File: src/rtl/ten_gig_eth_pcs_pma_0_sync_filter_bus.sv
// Multi-channel CDC synchroniser with per-channel glitch filter and edge pulses.
// Optional sticky change flag enabled by macro TEN_GIG_SYNC_FILTER_STICKY_EN.
module ten_gig_eth_pcs_pma_0_sync_filter_bus #(
    parameter int unsigned        C_WIDTH         = 4,
    parameter int unsigned        C_NUM_SYNC_REGS = 3,
    parameter logic [C_WIDTH-1:0] C_RVAL          = '0,
    parameter int unsigned        C_FILTER_CYCLES = 4
) (
    input  logic               clk,
    input  logic               rst_n,
    input  logic [C_WIDTH-1:0] data_in,
    input  logic [C_WIDTH-1:0] clear_sticky,
    output logic [C_WIDTH-1:0] data_out,
    output logic [C_WIDTH-1:0] rise_pulse,
    output logic [C_WIDTH-1:0] fall_pulse,
    output logic [C_WIDTH-1:0] sticky_change
);

    localparam int unsigned     CNT_W    = $clog2(C_FILTER_CYCLES + 1);
    localparam logic [CNT_W-1:0] CNT_LAST = CNT_W'(C_FILTER_CYCLES - 1);

    for (genvar gi = 0; gi < C_WIDTH; gi++) begin : g_ch
        (* ASYNC_REG = "TRUE", shreg_extract = "no" *)
        logic [C_NUM_SYNC_REGS-1:0] sync_q;
        logic [C_NUM_SYNC_REGS-1:0] sync_d;
        logic                       sync_out;
        logic [CNT_W-1:0]           cnt_q;
        logic [CNT_W-1:0]           cnt_d;
        logic                       data_q;
        logic                       data_d;
        logic                       rise_q;
        logic                       rise_d;
        logic                       fall_q;
        logic                       fall_d;

        assign sync_d   = {sync_q[C_NUM_SYNC_REGS-2:0], data_in[gi]};
        assign sync_out = sync_q[C_NUM_SYNC_REGS-1];

        // Synchronised value must disagree with data_out for C_FILTER_CYCLES
        // consecutive cycles before it is accepted.
        always_comb begin
            cnt_d  = cnt_q;
            data_d = data_q;
            rise_d = 1'b0;
            fall_d = 1'b0;
            if (sync_out == data_q) begin
                cnt_d = '0;
            end else if (cnt_q == CNT_LAST) begin
                data_d = sync_out;
                cnt_d  = '0;
                rise_d = sync_out;
                fall_d = ~sync_out;
            end else begin
                cnt_d = cnt_q + CNT_W'(1);
            end
        end

        always_ff @(posedge clk or negedge rst_n) begin
            if (!rst_n) begin
                sync_q <= {C_NUM_SYNC_REGS{C_RVAL[gi]}};
                cnt_q  <= '0;
                data_q <= C_RVAL[gi];
                rise_q <= 1'b0;
                fall_q <= 1'b0;
            end else begin
                sync_q <= sync_d;
                cnt_q  <= cnt_d;
                data_q <= data_d;
                rise_q <= rise_d;
                fall_q <= fall_d;
            end
        end

        assign data_out[gi]   = data_q;
        assign rise_pulse[gi] = rise_q;
        assign fall_pulse[gi] = fall_q;

`ifdef TEN_GIG_SYNC_FILTER_STICKY_EN
        logic sticky_q;
        logic sticky_d;

        // A transition on the clear edge wins over the clear.
        assign sticky_d = (sticky_q & ~clear_sticky[gi]) | rise_d | fall_d;

        always_ff @(posedge clk or negedge rst_n) begin
            if (!rst_n) begin
                sticky_q <= 1'b0;
            end else begin
                sticky_q <= sticky_d;
            end
        end

        assign sticky_change[gi] = sticky_q;
`endif
    end

`ifndef TEN_GIG_SYNC_FILTER_STICKY_EN
    logic unused_clear;
    assign unused_clear  = ^clear_sticky;
    assign sticky_change = '0;
`endif

endmodule

File: config.mk
export PLATFORM = sky130hd
export DESIGN_NAME = ten_gig_eth_pcs_pma_0_sync_filter_bus
export DESIGN_NICKNAME = d
export VERILOG_FILES = /design/src/rtl/ten_gig_eth_pcs_pma_0_sync_filter_bus.sv
export SDC_FILE = /design/constraint.sdc
export NUM_CORES = 1
export LEC_CHECK = 0
export CORE_MARGIN = 2
export CORE_UTILIZATION = 47
export CTS_BUF_LIST = sky130_fd_sc_hd__clkbuf_4
export DETAILED_ROUTE_END_ITERATION = 6
export PLACE_DENSITY = 0.85
export SLEW_MARGIN = 20
export SYNTH_ARGS = -nofsm -noshare
export SYNTH_HDL_FRONTEND = slang
export SYNTH_SLANG_ARGS = --single-unit
File: constraint.sdc
create_clock -name clk -period 1.26 [get_ports clk]
set_clock_uncertainty 0.05 [all_clocks]
set_input_delay 0.126 -clock clk [delete_from_list [all_inputs] [get_ports clk]]
set_output_delay 0.126 -clock clk [all_outputs]
set_load 0.1 [all_outputs]
After elaboration in Yosys (flattened, before gate mapping)
Index checks and enable logic that the tools add are counted.
W data, S select, Z words.
Word-level totals
  bits of input ports: 10
  register bits after elaboration: 36
  logic and storage cells: 68
Operators by class
  reduce and logical (&&, ||, !) cells: 4
  multiplexer cells: 24
  add/subtract/negate cells: 4
  bitwise logic cells: 8
  equality and inequality tests: 8
Operators with widths (number)
  $mux W3: 8
  $mux W1: 16
  $add A3 B1 Y3 const B: 4
  $eq A3 B2 Y1 const B: 4
  $not A1 Y1: 8
  $reduce_and A2 Y1: 4
  $eq A1 B1 Y1: 4

Longest topological paths before layout
Gate-level depths: netlist (run 1).
  depth after elaboration: 3
  mapped depth: 3
  mapped depth without buffers: 3

Worst setup path after synthesis (run 1)
Ideal clock, no wire load.
  path type: register -> register
  start: register g_ch[0].cnt_q[0]
  end: register g_ch[0].data_q
  buffers on the path: 0
  data required time: 1085 ps
  clock period less this slack: 1166 ps
  stages on the path, launching flop included: 4
  arrival: 991 ps
  setup time: 125 ps
  slack: 94 ps
  cells stage by stage: dfrtp_1 -> ha_1 -> nand2b_4 -> mux2_2
On the way
  cells in the longest elaborated chain, start to end: 2
Ends and longest elaborated chain
  start: declaration: line 27  | logic [CNT_W-1:0] cnt_q;
  start signal: assignment: line 67  | cnt_q <= cnt_d;
  $eq A3 B2 Y1: line 48  | end else if (cnt_q == CNT_LAST) begin
  $reduce_and A2 Y1 (no line)
  end signal: assignment: line 62  | data_q <= C_RVAL[gi];
  end signal: assignment: line 68  | data_q <= data_d;
  end: declaration: line 29  | logic data_q;
No other way between the ends.
A chain may end at the register's enable or synchronous reset.

Worst setup path in the final report (run 1)
  start: register g_ch[3].cnt_q[0]
  end: register g_ch[3].data_q
On the way
  cells in the longest elaborated chain, start to end: 2
Ends and longest elaborated chain (line)
  start: declaration: 27
  start signal: assignment: 67
  $eq A3 B2 Y1: 48
  $reduce_and A2 Y1 (no line)
  end signal: assignment: 62
  end signal: assignment: 68
  end: declaration: 29
No other way between the ends.

==> results of run 1 <==
cells by family (layout without fill, tap and decap cells):
kind of cell	after synthesis	after routing	synth area share
flops	36	36	0.661
simple gates	24	24	0.152
buf+inv	16	26	0.0882
fa+ha+maj	4	4	0.0367
xor+xnor	4	4	0.0257
mux	4	4	0.0331
other cells	1	4	0.00275
metal layers:
| metal | GRT usage | wire (um) | part of all wire |
|---|---|---|---|
| met1 | 0.146 | 668 | 0.39 |
| met2 | 0.206 | 908 | 0.53 |
| met3 | 0.0536 | 117 | 0.068 |
| met4 | 0.0797 | 32 | 0.019 |
| met5 | 0 | 0 | 0 |
final cells by class:
type	instances	area [um^2]
multi-input combinational	40	363
tap	31	38.8
clock inverter	1	5.00
sequential	36	901
clock buffer	6	45.0
fill	199	1090
timing repair buffer	19	318
critical path, stage by stage, from the launching register on:
cell	delay [ns]
dfrtp_1	0.37
ha_2	0.19
nor2b_4	0.17
mux2_2	0.35
layout by cell type, fill, tap and decap left out, drive strengths merged:
cell type	Yosys	layout
and3b	5	5
buf	16	14
clkbuf	0	6
clkdlybuf4s50	0	5
clkinv	0	1
conb	1	4
dfrtp	36	36
ha	4	4
mux2	4	4
nand2b	3	3
nor2b	2	2
nor3	1	1
nor3b	13	13
xnor2	4	4
flip-flops by register name (all words and copies together), names as in the netlist:
name,count
g_ch.sync_q,12
g_ch.rise_q,4
g_ch.data_q,4
g_ch.cnt_q,12
g_ch.fall_q,4
power by group through the flow:
stage | combinational, mW | clock (mW) | sequential (mW)
after floorplan | 1.17 | 0 | 1.49
final | 1.52 | 0.552 | 1.56
after global routing | 1.59 | 0.628 | 1.59
after global placement | 1.44 | 0 | 1.56
after detailed placement | 1.51 | 0 | 1.58
after CTS | 1.51 | 0.577 | 1.56
metrics by stage:
stage / util / instance area [um^2] / power [mW] / hold slack [ns]
2_1_floorplan: - / 1370 / 2.66 / -0.220
3_3_place_gp: 0.581 / 1600 / 3.00 / 0.285
3_5_place_dp: 0.581 / 1600 / 3.09 / 0.286
4_1_cts: 0.599 / 1650 / 3.64 / 0.112
5_1_grt: 0.606 / 1670 / 3.81 / 0.109
6_report: 0.606 / 1670 / 3.63 / 0.114
final timing paths:
path,cells after the start,to,slack [ns]
setup / recovery,3,g_ch[3].data_q$_DFFE_PN0P_,0.03
hold / removal,2,g_ch[3].cnt_q[1]$_DFF_PN0_,0.11
setup reg to reg,3,g_ch[3].data_q$_DFFE_PN0P_,0.03
hold reg to reg,0,g_ch[0].sync_q[2]$_DFF_PN0_,0.30
max in group asynchronous,2,g_ch[0].fall_q$_DFF_PN0_,0.87
min in group clk,1,g_ch[2].sync_q[0]$_DFF_PN0_,0.19
repair_timing:
item | in CTS | in global routing
setup endpoints to repair | 0 | 4
hold buffers | 0 | 0
resized for setup | 0 | 4
setup buffers | 0 | 1
==> summary.txt, run 1 <==
starting density of the core = 0.494
share of cells above drive strength 1 = 0.324
Cells after Synth = 89
Arr. time, crit path = 1.39 ns
dpl hpwl = 1.29 mm
Die Height = 57.8 um
fin nets = 116
Layout Area Growth over Synthesis = 22.6%
Internal = 2.20 mW
PortBufs = 17
outcome = finished, final reports clean
critical path peak fanout = 4
area leader, netlist = dfrtp_1
WL final = 1.73 mm
final slew viol count = 0
register area share after synthesis = 0.661
crit path time final = 1.23 ns
H-tree Lvls = 2
placed insts = 125
# setup viols final = 0
vias in the first global route = 701
Pleak = 0.758 nW
pin count of the biggest net entering global routing = 37
TritonCTS clock tree = built
CTS Sinks = 36
Clk network pwr share = 0.152
top cells by area, synth = dfrtp_1 66%, buf_4 8.8%, nor3b_1 7.2%, ha_1 3.7%, mux2_2 3.3%
GRT overflow = 0
post-route ant nets = 0
via count = 663
final worst slack = 0.0274 ns
commonest cells in the netlist = 36 x dfrtp_1, 16 x buf_4, 13 x nor3b_1, 5 x and3b_1
Root Driver = clkbuf_4
total CTS buffers = 5
drc violations = 0
Total Die Area = 0.00335 mm^2
Flop pwr share = 0.428
mean routed wirelength per cell = 13.0 um
pre-CTS WS = 0.0260 ns
DR vias/cell = 4.98
synthesized cell area = 0.00136 mm^2
Hold Violations, Final = 0
total track usage = 0.130
Async S/R FF share, synth = 1.00
global placement routability congestion = 0.599
WS Path Type = flop to flop
n_diodes = 0
first-pass GRT wire length = 3.10 mm
core box area = 0.00276 mm^2
most common cell in the synthesized netlist = dfrtp_1
Setup crit start = g_ch[3].cnt_q[0]$_DFF_PN0_
EDFF count, synth = 0
Comb power frac = 0.420
syn avg cell area = 15.3 um^2
Yosys top cell area share = 0.661
Worst-path clk slew = 0.10 ns
DIE WIDTH = 57.8 um
Netlist cell types = 12
row cnt = 19
clk_lat worst skew = 0.32 ns
Setup TNS = 0 ns
I/O pin total = 26
Crit path required time = 1.42 ns
crit start category = flop
Synth warnings = 0
Peak VDD IR = 1.93 mV
clock buffer depth = 2
worst r2r src = g_ch[3].cnt_q[0]$_DFF_PN0_
crit share post-route = 0.978
Yosys reg bits = 36
maxcap violations = 0
Switch Pwr = 1.43 mW
DR pass1 iterations = 2
crit end category = flop
fmax = 811 MHz
worst min path class = input port to async pin
switching part of the total = 0.394
PwrDens = 2170 mW/mm^2
initial DRC count = 11
post-route insts no fill = 133
dominant synthesized flop cell = dfrtp_1
antenna violations before repair = 0
(Power assumes the default switching activity.)
==> run 2, diff against run 1 <==
- CORE_UTILIZATION: 47 -> 25
- PLACE_DENSITY: 0.85 -> 0.55
==> run 2 against run 1 <==
  * Die area rose by 81%
  * Combinational power fell by 3%
  * First-iteration DRC count rose to 2.7 times the previous value
  * Sequential power barely moved
  * Flip-flop and latch count did not move
  * Clock power rose by 6.7%
  * Wire length fell by 3.3%
  * Critical endpoint is now g_ch[1].data_q$_DFFE_PN0P_
  * Largest power group unchanged
==> summary.txt, run 2 (synthesized netlist as in run 1, its figures left out) <==
vias in the first global route = 723 (was 701)
commonest non-fill, non-tap cell in the layout = dfrtp_1 (unchanged)
core box area = 0.00517 mm^2 (was 0.00276 mm^2)
CTS Sinks = 36 (unchanged)
n_diodes = 0 (unchanged)
Root Driver = clkbuf_4 (unchanged)
WS Path Type = flop to flop (unchanged)
maxcap violations = 0 (unchanged)
top flop regs = g_ch.cnt_q: 12 flops, g_ch.sync_q: 12 flops (unchanged)
crit start category = flop (unchanged)
outcome = finished, final reports clean (unchanged)
PortBufs = 17 (unchanged)
initial DRC count = 30 (was 11)
Hold Violations, Final = 0 (unchanged)
DIE WIDTH = 77.8 um (was 57.8 um)
Arr. time, crit path = 1.40 ns (was 1.39 ns)
met2 WL = 852 um (was 908 um)
clock buffer depth = 2 (unchanged)
WL final = 1.67 mm (was 1.73 mm)
M1 WL = 671 um (was 668 um)
Peak VDD IR = 0.998 mV (was 1.93 mV)
crit end category = flop (unchanged)
fin nets = 116 (unchanged)
reg2reg end = g_ch[1].data_q$_DFFE_PN0P_ (was g_ch[3].data_q$_DFFE_PN0P_)
first-pass GRT wire length = 3.06 mm (was 3.10 mm)
share of cells above drive strength 1 = 0.320 (was 0.324)
total power draw = 3.61 mW (was 3.63 mW)
Routed met3 length = 113 um (was 117 um)
TritonCTS clock tree = built (unchanged)
starting density of the core = 0.263 (was 0.494)
via count = 644 (was 663)
Die Height = 77.8 um (was 57.8 um)
WHS Endpoint = g_ch[1].sync_q[0]$_DFF_PN0_
Worst-path clk slew = 0.11 ns (was 0.10 ns)
commonest non-fill, non-tap cells in the layout = 35 x dfrtp_1, 13 x nor3b_1, 13 x buf_12 (was 36 x dfrtp_1, 13 x nor3b_1, 13 x buf_12)
pin count of the biggest net entering global routing = 21 (was 37)
post-route ant nets = 0 (unchanged)
hold_sp = data_in[1]
Pleak = 0.764 nW (was 0.758 nW)
# setup viols final = 0 (unchanged)
I/O pin total = 26 (unchanged)
crit path time final = 1.22 ns (was 1.23 ns)
total track usage = 0.0674 (was 0.130)
clk_lat worst skew = 0.34 ns (was 0.32 ns)
hold slack = 0.160 ns (was 0.114 ns)
H-tree Lvls = 2 (unchanged)
Crit path required time = 1.45 ns (was 1.42 ns)
DR pass1 iterations = 2 (unchanged)
PwrDens = 2100 mW/mm^2 (was 2170 mW/mm^2)
antenna violations before repair = 0 (unchanged)
total CTS buffers = 5 (unchanged)
crit share post-route = 0.964 (was 0.978)
RSZ-0062 raised after global routing = false
Setup TNS = 0 ns (unchanged)
final slew viol count = 0 (unchanged)
fin util = 0.332 (was 0.606)
GRT overflow = 0 (unchanged)
FF-to-FF setup slack = 0.04 ns (was 0.03 ns)
global placement routability congestion = 0.671 (was 0.599)
row cnt = 26 (was 19)
setup bufs post-CTS = 0 (unchanged)
Layout Area Growth over Synthesis = 26.2% (was 22.6%)
worst r2r src = g_ch[1].cnt_q[0]$_DFF_PN0_ (was g_ch[3].cnt_q[0]$_DFF_PN0_)
Total Die Area = 0.00606 mm^2 (was 0.00335 mm^2)
DR vias/cell = 3.72 (was 4.98)
Worst Hold Depth = 1
top routing layer in use = met4 (unchanged)
worst min path class = input port to flop (was input port to async pin)
reg2reg path depth = 3 (unchanged)
mean routed wirelength per cell = 9.65 um (was 13.0 um)
critical path peak fanout = 5 (was 4)
drc violations = 0 (unchanged)
dpl hpwl = 1.26 mm (was 1.29 mm)
fmax = 823 MHz (was 811 MHz)
run 2: cell types whose count changed in the layout (fill, tap and decap cells not counted), sizes merged:
cell | previous run | this run
dlygate4sd3 | 0 | 1
clkinv | 1 | 3
clkdlybuf4s50 | 5 | 4
clkbuf | 6 | 5
run 2: critical path: stages, from the launching register on:
cell and delay, ns:
dfrtp_1 0.40, ha_1 0.24, nand2b_4 0.10, mux2_2 0.33
run 2: area by class of cell:
cell class / count / area (um^2)
clock inverter: 3 / 18.8
fill: 517 / 3450
timing repair buffer: 19 / 315
tap: 70 / 87.6
multi-input combinational: 40 / 358
sequential: 36 / 902
clock buffer: 5 / 37.5
run 2: layer usage:
layer / GRT usage / up-vias
met3: 0.0314 / 3
met5: 0 / -
met1: 0.0705 / 319
met2: 0.103 / 18
met4: 0.0536 / 0
li1: - / 304
run 2: worst max path at each step:
stage,startpoint,to,slack [ns],depth (start not counted)
2_1_floorplan,g_ch[0].cnt_q[0]$_DFF_PN0_,g_ch[0].data_q$_DFFE_PN0P_,0.09,3
4_1_cts,g_ch[2].cnt_q[0]$_DFF_PN0_,g_ch[2].data_q$_DFFE_PN0P_,0.02,3
5_1_grt,g_ch[1].data_q$_DFFE_PN0P_,data_out[1],0.003,1
6_report,g_ch[1].cnt_q[0]$_DFF_PN0_,g_ch[1].data_q$_DFFE_PN0P_,0.04,3
3_5_place_dp,g_ch[2].cnt_q[0]$_DFF_PN0_,g_ch[2].data_q$_DFFE_PN0P_,0.04,3
3_3_place_gp,g_ch[1].cnt_q[0]$_DFF_PN0_,g_ch[1].data_q$_DFFE_PN0P_,0.07,3
run 2: stage by stage:
stage / std cells / setup slack (ns) / instance area (um^2)
final: 173 / 0.0449 / 1720
after global routing: 173 / 0.00279 / 1720
after CTS: 173 / 0.0163 / 1710
after detailed placement: 164 / 0.0360 / 1650
after global placement: 164 / 0.0703 / 1650
after floorplan: 92 / 0.0938 / 1370
run 2: power by group:
| part | leakage (nW) | switching (mW) | internal (mW) |
|---|---|---|---|
| sequential | 0.457 | 0.197 | 1.36 |
| combinational | 0.272 | 0.879 | 0.587 |
| clock | 0.0349 | 0.375 | 0.214 |
run 2: what timing repair did:
action / CTS / global route
hold buffers: 1 / 0
gates resized for setup: 0 / 3
setup endpoints to repair: 0 / 3
endpoints found under the hold margin: 36 / 0
